===== src/rtl/add_nibble_sched_if.sv =====
// add_nibble_sched_if
// Request/grant/result bundle for the two-requester serial nibble adder.
//   req0/a0/b0/cin0 : requester 0 add request and operands
//   req1/a1/b1/cin1 : requester 1 add request and operands
//   gnt0/gnt1       : one-cycle grant pulses
//   busy            : an operation is in progress
//   done            : one-cycle result-valid pulse
//   owner           : requester index that owns sum/cout
//   sum/cout        : registered result
// Modports: master drives requests and operands, slave is the adder.
interface add_nibble_sched_if #(
    parameter int NIB = 4
);
    localparam int W = 4 * NIB;

    logic         req0;
    logic [W-1:0] a0;
    logic [W-1:0] b0;
    logic         cin0;
    logic         req1;
    logic [W-1:0] a1;
    logic [W-1:0] b1;
    logic         cin1;
    logic         gnt0;
    logic         gnt1;
    logic         busy;
    logic         done;
    logic         owner;
    logic [W-1:0] sum;
    logic         cout;

    modport master (
        output req0, a0, b0, cin0, req1, a1, b1, cin1,
        input  gnt0, gnt1, busy, done, owner, sum, cout
    );

    modport slave (
        input  req0, a0, b0, cin0, req1, a1, b1, cin1,
        output gnt0, gnt1, busy, done, owner, sum, cout
    );
endinterface


===== src/rtl/add_nibble_sched.sv =====
// add_nibble_sched
// Two-requester round-robin scheduler in front of a serial adder that
// computes {cout,sum} = a + b + cin through one 4-bit slice, LSB nibble first.
// Ports:
//   clk : sole clock, rising edge
//   rst : synchronous active-high reset
//   bus : add_nibble_sched_if.slave (requests, operands, grants, result)
module add_nibble_sched #(
    parameter int NIB = 4
) (
    input logic                clk,
    input logic                rst,
    add_nibble_sched_if.slave  bus
);
    localparam int W  = 4 * NIB;
    localparam int IW = (NIB > 1) ? $clog2(NIB) : 1;

    typedef enum logic {IDLE = 1'b0, RUN = 1'b1} state_t;

    state_t        state;
    state_t        state_nx;
    logic [IW-1:0] idx;
    logic [W-1:0]  a_w;
    logic [W-1:0]  b_w;
    logic [W-1:0]  res_w;
    logic          c_w;
    logic          own_w;
    logic          last;      // requester served most recently
    logic          accept;
    logic          win;
    logic          last_nib;
    logic [4:0]    slice;
    logic [W-1:0]  res_nx;

    function automatic logic [4:0] add_slice(input logic [3:0] x,
                                             input logic [3:0] y,
                                             input logic       c);
        return {1'b0, x} + {1'b0, y} + {4'b0000, c};
    endfunction

    // Tie goes to the requester that was not served last.
    always_comb begin
        accept   = (state == IDLE) && (bus.req0 || bus.req1);
        win      = (bus.req0 && bus.req1) ? ~last : bus.req1;
        last_nib = (idx == IW'(NIB - 1));
        slice    = add_slice(a_w[3:0], b_w[3:0], c_w);
        // Result nibbles enter at the top and shift down, so after NIB
        // slices nibble 0 sits at the LSBs.
        res_nx   = (res_w >> 4) | (W'(slice[3:0]) << (W - 4));
    end

    always_ff @(posedge clk) begin
        if (rst) state <= IDLE;
        else     state <= state_nx;
    end

    always_comb begin
        state_nx = state;
        case (state)
            IDLE:    if (accept)   state_nx = RUN;
            RUN:     if (last_nib) state_nx = IDLE;
            default: state_nx = IDLE;
        endcase
    end

    always_comb begin
        bus.busy = (state == RUN);
    end

    always_ff @(posedge clk) begin
        if (rst) begin
            idx       <= '0;
            a_w       <= '0;
            b_w       <= '0;
            res_w     <= '0;
            c_w       <= 1'b0;
            own_w     <= 1'b0;
            last      <= 1'b1;
            bus.gnt0  <= 1'b0;
            bus.gnt1  <= 1'b0;
            bus.done  <= 1'b0;
            bus.owner <= 1'b0;
            bus.sum   <= '0;
            bus.cout  <= 1'b0;
        end else begin
            bus.gnt0 <= 1'b0;
            bus.gnt1 <= 1'b0;
            bus.done <= 1'b0;
            case (state)
                IDLE: begin
                    if (accept) begin
                        a_w      <= win ? bus.a1   : bus.a0;
                        b_w      <= win ? bus.b1   : bus.b0;
                        c_w      <= win ? bus.cin1 : bus.cin0;
                        own_w    <= win;
                        last     <= win;
                        idx      <= '0;
                        res_w    <= '0;
                        bus.gnt0 <= ~win;
                        bus.gnt1 <= win;
                    end
                end
                RUN: begin
                    a_w   <= a_w >> 4;
                    b_w   <= b_w >> 4;
                    c_w   <= slice[4];
                    res_w <= res_nx;
                    idx   <= idx + IW'(1);
                    if (last_nib) begin
                        idx       <= '0;
                        bus.sum   <= res_nx;
                        bus.cout  <= slice[4];
                        bus.owner <= own_w;
                        bus.done  <= 1'b1;
                    end
                end
                default: ;
            endcase
        end
    end
endmodule


===== src/flat_wrapper.sv =====
// flat-port wrapper written by rule: the top's interface ports become plain ports
module add_nibble_sched_flat 
#(
    parameter int NIB = 4
)
  (clk, rst, bus_req0, bus_a0, bus_b0, bus_cin0, bus_req1, bus_a1, bus_b1, bus_cin1, bus_gnt0, bus_gnt1, bus_busy, bus_done, bus_owner, bus_sum, bus_cout);
  add_nibble_sched_if #(.NIB(NIB)) bus_i ();
  input logic clk;
  input logic rst;
  input wire logic [$bits(bus_i.req0)-1:0] bus_req0;
  input wire logic [$bits(bus_i.a0)-1:0] bus_a0;
  input wire logic [$bits(bus_i.b0)-1:0] bus_b0;
  input wire logic [$bits(bus_i.cin0)-1:0] bus_cin0;
  input wire logic [$bits(bus_i.req1)-1:0] bus_req1;
  input wire logic [$bits(bus_i.a1)-1:0] bus_a1;
  input wire logic [$bits(bus_i.b1)-1:0] bus_b1;
  input wire logic [$bits(bus_i.cin1)-1:0] bus_cin1;
  output wire logic [$bits(bus_i.gnt0)-1:0] bus_gnt0;
  output wire logic [$bits(bus_i.gnt1)-1:0] bus_gnt1;
  output wire logic [$bits(bus_i.busy)-1:0] bus_busy;
  output wire logic [$bits(bus_i.done)-1:0] bus_done;
  output wire logic [$bits(bus_i.owner)-1:0] bus_owner;
  output wire logic [$bits(bus_i.sum)-1:0] bus_sum;
  output wire logic [$bits(bus_i.cout)-1:0] bus_cout;
  assign bus_i.req0 = bus_req0;
  assign bus_i.a0 = bus_a0;
  assign bus_i.b0 = bus_b0;
  assign bus_i.cin0 = bus_cin0;
  assign bus_i.req1 = bus_req1;
  assign bus_i.a1 = bus_a1;
  assign bus_i.b1 = bus_b1;
  assign bus_i.cin1 = bus_cin1;
  assign bus_gnt0 = bus_i.gnt0;
  assign bus_gnt1 = bus_i.gnt1;
  assign bus_busy = bus_i.busy;
  assign bus_done = bus_i.done;
  assign bus_owner = bus_i.owner;
  assign bus_sum = bus_i.sum;
  assign bus_cout = bus_i.cout;
  add_nibble_sched #(.NIB(NIB)) u_core (.clk(clk), .rst(rst), .bus(bus_i));
endmodule

===== config.mk =====
export PLATFORM = sky130hd
export DESIGN_NAME = add_nibble_sched_flat
export DESIGN_NICKNAME = d
export VERILOG_FILES = /design/src/rtl/add_nibble_sched_if.sv /design/src/rtl/add_nibble_sched.sv /design/src/flat_wrapper.sv
export SDC_FILE = /design/constraint.sdc
export NUM_CORES = 1
export LEC_CHECK = 0
export ABC_AREA = 1
export BUFFER_PORTS_ARGS = -buffer_cell sky130_fd_sc_hd__buf_2
export CORE_UTILIZATION = 40
export CTS_CLUSTER_SIZE = 8
export DETAILED_ROUTE_END_ITERATION = 8
export GPL_ROUTABILITY_DRIVEN = 0
export PLACE_DENSITY = 0.66
export SLEW_MARGIN = 20
export SYNTH_ARGS = -nofsm -noshare
export SYNTH_HDL_FRONTEND = slang
export SYNTH_SLANG_ARGS = --single-unit

===== constraint.sdc =====
create_clock -name clk -period 1.7 [get_ports clk]
set_input_delay 0.34 -clock clk [delete_from_list [all_inputs] [get_ports clk]]
set_output_delay 0.34 -clock clk [all_outputs]
set_load 0.05 [all_outputs]

# --- Word-level counts from Yosys, hierarchy flattened ---
# Index checks and enable logic that the tools add are counted.
classes:
  muxes: 19
  eq_ne: 2
  n_bitwise: 5
  n_addsub: 3
  n_reduce_logical: 7
ops:
  columns: ["operator", "n"]
  rows:
  - ["$pmux 16 s2", 3]
  - ["$mux 16", 5]
  - ["$or 12x16->16", 1]
  - ["$mux 1", 6]
  - ["$add 4x4->5", 1]
  - ["$add 5x1->5", 1]
  - ["$mux 2", 2]
  - ["$not 1->1", 4]
  - ["$pmux 1 s2", 2]
  - ["$pmux 2 s2", 1]
  - ["$reduce_and 2->1", 2]
  - ["$reduce_or 3->1", 1]
  - ["$add 2x1->2 const B", 1]
  - ["$eq 2x2->1 const B", 1]
  - ["$logic_and 1x1->1", 2]
  - ["$ne 2x1->1 const B", 1]
  - ["$reduce_or 2->1", 1]
  - ["$logic_or 1x1->1", 1]
totals:
  ff_bits: 75
  output_inout_bits: 22

# --- Longest topological paths before layout ---
logic_depth:
  ltp_word: 5
  depth_mapped: 9
  depth_no_buf: 8

# --- Worst setup path before layout ---
# No wires, ideal clock.
synth_path:
  kind: "reg-to-reg"
  startpoint: "register u_core.c_w"
  endpoint: "register u_core.bus.sum[14]"
  stages_incl_launch_ff: 5
  setup_ps: 117
  t_arrival_ps: 1568
  path_slack_ps: 15
  cell_sequence: "dfxtp_1 fa_1 fa_1 xor2_1 a22o_1"
synth_between:
  elab_chain_len: 2
synth_lines:
  columns: ["element", "line_no", "rtl"]
  rows:
  - ["start, declared", "add_nibble_sched.sv:26", "logic c_w;"]
  - ["start signal, assigned", "add_nibble_sched.sv:94", "c_w <= win ? bus.cin1 : bus.cin0;"]
  - ["start signal, assigned", "add_nibble_sched.sv:106", "c_w <= slice[4];"]
  - ["$add 5x1->5", "add_nibble_sched.sv:38", "return {1'b0, x} + {1'b0, y} + {4'b0000, c};"]
  - ["$or 12x16->16", "add_nibble_sched.sv:49", "res_nx = (res_w >> 4) | (W'(slice[3:0]) << (W - 4));"]
  - ["end signal, assigned", "add_nibble_sched.sv:111", "bus.sum <= res_nx;"]
  - ["end, declared", "add_nibble_sched_if.sv:39", "output gnt0, gnt1, busy, done, owner, sum, cout"]
# Every way passes these cells.
# A chain may end at the register's enable or synchronous reset.

# --- Final worst setup path ---
layout_path:
  startpoint: "register u_core.a_w[0]"
  endpoint: "register u_core.c_w"
layout_between:
  elab_chain_len: 3
layout_lines:
  columns: ["element", "line_no", "rtl"]
  rows:
  - ["start, declared", "add_nibble_sched.sv:23", "logic [W-1:0] a_w;"]
  - ["start signal, assigned", "add_nibble_sched.sv:92", "a_w <= win ? bus.a1 : bus.a0;"]
  - ["start signal, assigned", "add_nibble_sched.sv:104", "a_w <= a_w >> 4;"]
  - ["$add 4x4->5", "add_nibble_sched.sv:38", null]
  - ["$add 5x1->5", "add_nibble_sched.sv:38", null]
  - ["$pmux 1 s2", "add_nibble_sched.sv:89", "case (state)"]
# Every way passes these cells.

==> results.txt <==
most common cell after layout, fill and taps aside - nand2_1
Final Power - 0.00376 W
final clock skew - 0.00586 ns
RSZ-0062 raised after global routing - false
largest cells by area after synthesis - dfxtp_1 (43%), nand2_1 (19%), nand3_1 (7.4%)
drt drc - 0
Tcrit/Tclk final - 94.8%
final non-filler cell total - 663
Final WS setup - 0.0876 ns
crit-path most repeated cell - nand2_1
most frequent cells in the layout - nand2_1 (170), buf_2 (91), dfxtp_1 (71), nand3_1 (49), nor2_1 (42)
Critical Path End Type - flip-flop
# clock sinks - 71
Worst VDD drop - 0.501 mV
clk_lat worst skew - 0.35 ns
area delta synth->final - 23.1%
final antenna-violating net count - 0
clock transition at the registers of the reported paths - 0.07 ns
CTS Root Cell - clkbuf_8
worst-path fanout max - 2
nets - 632
All-Layer GR Usage - 19.1%
fillers - 807
Unique masters post-synth - 27
Crit Path Category - reg -> reg
worst path arrival time - 1.87 ns
IO Pins - 92
Final Hold Fails - 0
Core Rows - 32
syn_nets - 538
syn avg cell area - 7.14 µm²
max-slew violations - 0
1st-pass router iterations - 4
Num CTS Buffers - 9
Worst Hold Class - in -> reg
outcome - finished, final reports clean
CP top delay family - adder cells
share of flip-flops with an asynchronous set or reset - 0%
CP bufs+invs - 1
slew at the pin closest to its max-slew limit - 0.431 ns
gr ovfl total - 0
#FFs+latches synth - 71
Worst Setup Start Kind - flip-flop
Die Footprint - 8610 µm²
# placed instances - 647
ys flop type - dfxtp_1
number of global-route vias before repair - 2,840
# setup viols final - 0
Post-CTS Setup Bufs - 0
Post-synth EDFFs - 0
Seq/Total Area, Yosys - 43.1%
H-tree depth - 3
DR vias/cell - 4.74
DR iter-0 viols - 148
antenna fix cells - 0
Vert. Die Dim - 92.8 µm
layout cells sized above 1 - 27.6%
hpwl dp - 5.86 mm
number of I/O port buffers - 91
CP required - 1.96 ns
Place WS - -0.0663 ns
Register Area - 1420 µm²
WL/cell - 12.0 µm
f_max - 620 MHz
largest net degree at the start of global routing - 24
area share of the largest cell type after synthesis - 43.1%
power per standard cell area - 926 nW/µm²
critical path's slowest cell - fa_2
footprint of the multi-input gates - 1580 µm²
vias post-DR - 3,141
Critical Path, Cell by Cell - fa_2, fa_2, nand3_1, nand2_1, nand2_1, nand3_1, nand2_1, inv_1
Synth Warn # - 0
Mapped Area - 3300 µm²
initial antenna violation count - 0
die width - 92.8 µm
core area - 7850 µm²
Synth area leader - dfxtp_1
Tmin final - 1.61 ns
LEAKAGE - 2.09 nW
cells after synthesis - 462
worst-case clock buffer depth - 2
Crit path largest cell delay - 0.42 ns
CTS tree - done
maxcap violations - 0
Starting Density - 42.0%
Routed WL - 7.94 mm
global-route wire length before repair - 12.7 mm
worst relative slew slack - 71.2%
area by class of cell:
| cell class | instances | area share [%] |
|---|---|---|
| timing repair buffer | 107 | 14.2 |
| multi-input combinational | 328 | 38.8 |
| inverter | 39 | 3.64 |
| sequential | 71 | 35.0 |
| tap | 102 | 3.14 |
| clock buffer | 10 | 3.14 |
| clock inverter | 6 | 2.10 |
metal layers:
| layer | global-route usage, % | vias to the layer above | part of all wire, % |
|---|---|---|---|
| met2 | 31.4 | 88 | 45 |
| met4 | 7.69 | 0 | 2.1 |
| li1 | - | 1631 | - |
| met3 | 5.42 | 18 | 5.1 |
| met1 | 23.2 | 1404 | 47 |
| met5 | 0 | - | 0 |
cell families after synthesis:
group	after synthesis	share of synthesized area (%)
buffers and inverters	63	9.26
AND/OR/NAND/NOR	289	37.9
adder cells (fa/ha/maj)	6	2.73
flip-flops	71	43.1
AO/OA/AOI/OAI	32	6.76
XOR/XNOR	1	0.266
sequential cells by signal, summed over array words and instances, names as in the netlist:
register          flops
u_core.c_w            1
u_core.res_w         12
u_core.bus.done       1
u_core.bus.owner      1
u_core.own_w          1
u_core.bus.busy       1
u_core.last           1
u_core.b_w           16
u_core.bus.gnt1       1
u_core.bus.gnt0       1
u_core.idx            2
u_core.bus.cout       1
u_core.bus.sum       16
u_core.a_w           16
power breakdown:
| group | switching [W] | internal (W) |
|---|---|---|
| Combinational | 0.000304 | 0.000209 |
| Clock | 0.000627 | 0.000821 |
| Sequential | 0.0000568 | 0.00174 |
through the flow:
| stage | setup TNS, ns | cell area, µm² | util [%] | hold WS [ns] |
|---|---|---|---|---|
| floorplan | 0 | 3300 | - | 0.426 |
| global placement | -0.0403 | 3840 | 49.0 | 0.424 |
| detailed placement | -0.123 | 3840 | 49.0 | 0.428 |
| CTS | 0 | 4060 | 51.7 | 0.179 |
| global route | 0 | 4060 | 51.7 | 0.181 |
| finish | 0 | 4060 | 51.7 | 0.193 |
synth_stat cells, types with 3 or more instances:
cell type and count:
buf_6 3, nor2_4 3, nand3_1 49, ha_1 4
nand3b_1 10, buf_4 4, dfxtp_1 71, a21oi_2 10
buf_2 11, a21oi_1 12, inv_1 36, clkbuf_1 4
o211ai_1 5, nand2_2 12, a22o_1 3, nor2_1 42
nand2_1 170
path summary, 6_finish.rpt:
kind	startpoint	end	slack (ns)	cells past startpoint
setup reg to reg	u_core.a_w[0]	u_core.c_w	0.09	8
setup / recovery	u_core.a_w[0]	u_core.c_w	0.09	8
hold reg to reg	u_core.bus.sum[0]	u_core.bus.sum[0]	0.45	2
hold / removal	bus_b1[15]	u_core.b_w[15]	0.19	3
timing repair:
action,CTS,global route
gates resized for setup,2,0
pin swaps,0,2
setup endpoints to repair,4,1
cloned,0,0
hold buffers,0,0
worst min-delay path: stages:
cell	delay, ns
buf_2	0.08
nand2_1	0.04
nand3_1	0.05
Power figures use the tool's default switching activity.
